### src/rtl/clkdiv_bank.sv
// clkdiv_bank: CH independent programmable clock dividers, each producing a
// 50% square wave (sq) and a one-cycle terminal-count pulse (tick). Divisors
// are written to a shadow register and become active only at a period
// boundary, at sync, or while the channel is idle, so sq never shows a runt.
module clkdiv_bank #(
    parameter int unsigned CH = 4,
    parameter int unsigned W  = 32
) (
    input  logic            clk,
    input  logic            rst_n,
    input  logic [CH-1:0]   en,
    input  logic [CH*W-1:0] div,
    input  logic [CH-1:0]   load,
    input  logic            sync,
    output logic [CH-1:0]   sq,
    output logic [CH-1:0]   tick
);

    logic [W-1:0] cnt     [CH];
    logic [W-1:0] div_sh  [CH];
    logic [W-1:0] div_act [CH];
    logic [W-1:0] sh_next [CH];

    // Shadow value as it stands after this edge; a load coinciding with a
    // period boundary is forwarded so it governs the period that starts there.
    always_comb begin
        for (int unsigned i = 0; i < CH; i++) begin
            sh_next[i] = load[i] ? div[i*W +: W] : div_sh[i];
        end
    end

    // Per-channel counter, divisor hand-over and registered outputs.
    // While idle, div_act tracks the shadow every edge, so the first enabled
    // edge already compares against the freshest programmed value.
    always_ff @(posedge clk) begin
        for (int unsigned i = 0; i < CH; i++) begin
            if (!rst_n) begin
                cnt[i]     <= '0;
                div_sh[i]  <= '0;
                div_act[i] <= '0;
                sq[i]      <= 1'b0;
                tick[i]    <= 1'b0;
            end else begin
                div_sh[i] <= sh_next[i];
                if (!en[i] || sync) begin
                    cnt[i]     <= '0;
                    sq[i]      <= 1'b0;
                    tick[i]    <= 1'b0;
                    div_act[i] <= sh_next[i];
                end else if (cnt[i] == div_act[i]) begin
                    cnt[i]     <= '0;
                    tick[i]    <= 1'b1;
                    sq[i]      <= ~sq[i];
                    div_act[i] <= sh_next[i];
                end else begin
                    cnt[i]  <= cnt[i] + W'(1);
                    tick[i] <= 1'b0;
                end
            end
        end
    end

endmodule

### config.mk
export PLATFORM = sky130hd
export DESIGN_NAME = clkdiv_bank
export DESIGN_NICKNAME = d
export VERILOG_FILES = /design/src/rtl/clkdiv_bank.sv
export SDC_FILE = /design/constraint.sdc
export NUM_CORES = 1
export LEC_CHECK = 0
export CAP_MARGIN = 10
export CORE_MARGIN = 3
export CORE_UTILIZATION = 53
export DETAILED_ROUTE_END_ITERATION = 8
export PLACE_DENSITY = 0.83
export SETUP_SLACK_MARGIN = 0.3
export SYNTH_ARGS = -nofsm -noshare
export SYNTH_HDL_FRONTEND = slang
export SYNTH_SLANG_ARGS = --single-unit
### constraint.sdc
create_clock -name clk -period 3.41 [get_ports clk]
set_input_delay 0.682 -clock clk [delete_from_list [all_inputs] [get_ports clk]]
set_output_delay 0.682 -clock clk [all_outputs]
set_load 0.005 [all_outputs]
* Yosys cells after proc, flatten, opt, wreduce, memory -nomap -nowiden
Memory sizes are Yosys's and may differ from the RTL's.
Index checks and enable logic that the tools add are counted.
** Storage, ports and cells
- RAM bits :: 384
- Flip-flop bits (word level) :: 8
- Input bits :: 139
- Memories kept :: 3
** Cells by class
- Add/subtract/negate cells :: 4
- Reductions and logical operators :: 12
- Equality and inequality tests :: 4
- Muxes and demuxes :: 74
- Bitwise operators :: 29
** Memories
- cnt :: words 4, width 32, read ports 4, clocked after Yosys merged registers in 0, wr ports 4, RTL line 19 : logic [W-1:0] cnt [CH];
- div_act :: words 4, width 32, read ports 4, clocked after Yosys merged registers in 0, wr ports 4, RTL line 21 : logic [W-1:0] div_act [CH];
- div_sh :: words 4, width 32, read ports 4, clocked after Yosys merged registers in 0, wr ports 4, RTL line 20 : logic [W-1:0] div_sh [CH];
** Operators with widths (count)
- two-way mux 32 bit :: 28
- adder 32 x 1 -> 32 bit, second input constant :: 4
- == test 32 bit :: 4
- two-way mux 1 bit :: 46
- bitwise OR 1 bit :: 24
- OR reduction 2 bit :: 4
- inverter 1 bit :: 5
- zero test 1 bit :: 4
- logical OR 1 bit :: 4

* Depth between registers and ports, before layout
- Depth after elaboration :: 8
- Gate-level depth with buffers :: 7
- Mapped depth without buffers :: 6

* Worst setup path before layout
OpenSTA, ideal clock, no wires.
- Path kind :: register to register
- From :: memory cnt[2][23]
- To :: memory div_act[2][0] (enable)
- Cell stages (with the launch flop) :: 7
- Slack :: 0.505 ns
- Library setup time :: 0.409 ns
- Period minus slack after synthesis :: 2.905 ns
- Data arrival time :: 2.497 ns
- Required time :: 3.001 ns
- Cell sequence :: edfxtp_1 -> clkbuf_1 -> xor2_1 -> nor4_1 -> nand4_1 -> o21ai_1 -> clkbuf_1
** RTL lines (RTL line)
- start, declared :: 19
- end, declared :: 21

==> impl_metrics.csv <==
group,metric,value,unit
status,outcome,"completed",
power,power.leakage,8.72,nW
layout,multiInputGateArea,7890,sq um
floorplanning,die_x,191,um
logic_synthesis,synth.distinct_cells,38,
routing,vias,11800,
power,vdd_drop_max,0.355,mV
logic_synthesis,netlist_instances,1543,
logic_synthesis,yosys_register_bits,392,
routing,wirelength,37300,um
floorplanning,io_pins,147,
routing,drtIter0Drc,756,
placement,place_congestion,0.862,
floorplanning,num_rows,67,
layout,regArea,10400,sq um
grt,grt_remaining_overflow,0,
critical_path,crit_path_start_kind,"flop",
sta,skew,0.0134,ns
logic_synthesis,avgSynthCellArea,11.7,sq um
cts,cts_buffers,41,
logic_synthesis,ys.flop_type,"edfxtp_1",
grt,use_met3,2.67,%
sta,fmax,0.369,GHz
critical_path,cp.arrival,2.98,ns
cts,post_cts_resized,0,
grt,grt_antenna_before_repair,1,
cts,cts_setup_buffers,0,
grt,use_met2,34.7,%
logic_synthesis,syn_area,18100,sq um
grt,grt_pass1_vias,12100,
routing,drcViolationCount,0,
sta,min_period,2.71,ns
power,cellPowerDensity,505,nW/um^2
sta,slew_violations,0,
critical_path,crit_type,"flop to flop",
routing,ant_nets,0,
sta,rsz0062_at_grt,"no",
critical_path,worst-path-max-fanout,37,
cts,clk_latency,0.52,ns
logic_synthesis,async_flop_share,0,%
cts,htree_num_levels,2,
layout,most-common-layout-cells,"nor2b_1, edfxtp_1, xor2_1",
critical_path,crit_chain,"xor2_1 > nor4_1 > nand4_1 > o21ai_4 > buf_12 > nor2_1",
layout,nFillCells,2496,
min_path,hp-class,"flop to flop",
sta,tns,0,ns
layout,layout-drive-gt1-share,5.61,%
critical_path,required,3.68,ns
grt,grt-busiest-layer,"met2",
cts,path_clk_slew,0.06,ns
sta,whs,0.496,ns
flow_run,cap_violations,0,
cts,cts_tree,"yes",
cts,cts_sinks,392,
critical_path,end_kind,"flop",
layout,n_antenna_cell,0,
floorplanning,start_util,53.8,%
routing,wl_per_cell,16.3,um
floorplanning,core,33600,sq um
sta,min_period_over_period,79.4,%
sta,slew_headroom,27.8,%
routing,firstDrtPassIters,5,
layout,area_delta_synth_final,21.3,%
sta,final_hold_viol_count,0,
grt,grtUsageMet1,27.1,%
critical_path,crit_slowest_cell,"o21ai_4",
floorplanning,die_h,191,um
placement,dpl.hpwl,26200,um
logic_synthesis,seq_area_frac_synth,57.5,%
cts,ctsHoldBuffers,0,
grt,grt_pass1_wl,60300,um
floorplanning,dieArea,36400,sq um
logic_synthesis,synth_edf_count,256,
cts,clock_tree.buffer_depth,3,
grt,grt_max_degree,83,
placement,port_buffers,146,
sta,setup_viol,0,
layout,nets,1947,
power,p_total,11.1,mW
critical_path,slowest_delay,0.72,ns
cts,cts_root_buf,"clkbuf_16",
logic_synthesis,yosys_warnings,0,
routing,viasPerCell,5.14,
sta,tightest_slew,1.07,ns
grt,track_usage,20.4,%
layout,final_common_cell,"nor2b_1",
==> through the flow <==
step	utilization, %	setup WS (ns)	std cells	cell area (sq um)
after global placement	61.0	0.467	2209	20500
final	65.3	0.703	2285	22000
after CTS	65.3	0.725	2285	22000
after detailed placement	61.0	0.425	2209	20500
after global routing	65.3	0.556	2285	22000
after floorplan	-	0.505	1670	18600
==> flip-flops by register name (all words and copies together), names as in the netlist <==
signal	flops
tick	4
cnt	128
div_act	128
div_sh	128
sq	4
==> final timing paths <==
kind                                  from  slack, ns  cells after the start                  endpoint
hold / removal          sq[1]$_SDFFE_PP0N_       0.50                      2        sq[1]$_SDFFE_PP0N_
setup reg to reg  cnt[0][23]$_SDFFCE_PN0P_       0.70                      6  cnt[0][19]$_SDFFCE_PN0P_
hold reg to reg         sq[1]$_SDFFE_PP0N_       0.50                      2        sq[1]$_SDFFE_PP0N_
setup / recovery  cnt[0][23]$_SDFFCE_PN0P_       0.70                      6  cnt[0][19]$_SDFFCE_PN0P_
==> cells in the mapped netlist, types with 3 or more instances <==
cell	count	area, sq um
buf_1	12	45.0
clkbuf_1	54	203
ha_1	4	50.1
or3_1	6	37.5
o21ai_0	4	20.0
nor2b_1	258	1610
o21ai_1	5	25.0
dfxtp_1	136	2720
a21oi_1	10	50.1
inv_1	17	63.8
xnor2_1	61	534
nor4_2	4	50.1
edfxtp_1	256	7690
nand2b_1	4	25.0
nor4_1	45	282
nand2_1	42	158
and3_1	18	113
nor2_1	142	533
nor2_2	3	18.8
xor2_1	185	1620
nor3_1	15	75.1
mux2i_1	128	1280
nand3_1	51	255
and4_1	26	228
nand4_1	38	238
and2_1	7	43.8
==> critical path, delay by kind of cell, from the launching register on <==
family / cells / cell delay [ns]
compound gates: 1 / 0.72
buf+inv: 1 / 0.29
simple gates: 3 / 0.71
xor+xnor: 1 / 0.21
flops: 1 / 0.50
==> report_power, final <==
part           internal [mW]  total (mW)  switching [mW]
Clock                   2.86        4.68            1.82
Sequential              5.35        5.55           0.193
Combinational          0.439       0.857           0.418
Total                   8.65        11.1            2.44
==> cell type report <==
cell class                      count  share of cell area (%)
Sequential cell                   392                    47.4
Tap cell                          448                    2.55
Clock buffer                       53                    5.26
Clock inverter                     23                    1.26
Timing Repair Buffer              159                    7.27
Inverter                           17                   0.291
Multi-Input combinational cell   1193                    35.9
==> cell families after synthesis <==
kind of cell               count (synthesis)  synth area share [%]
and+or+nand+nor                          667                  20.8
DFF                                      392                  57.5
xor gates and xnor gates                 246                  11.9
muxes                                    128                  7.08
buffers and inverters                     85                  1.81
AOI/OAI and AO/OA                         20                 0.567
adders and majority gates                  4                 0.277
other                                      1                0.0207
==> routing by layer <==
metal	routed length [um]	share of wire [%]	vias up
met5	13	0.035	-
met4	993	2.7	2
met3	1390	3.7	74
met2	18500	50	247
met1	16400	44	5675
li1	-	-	5753
Note: power is estimated with default switching activity, not from simulation.
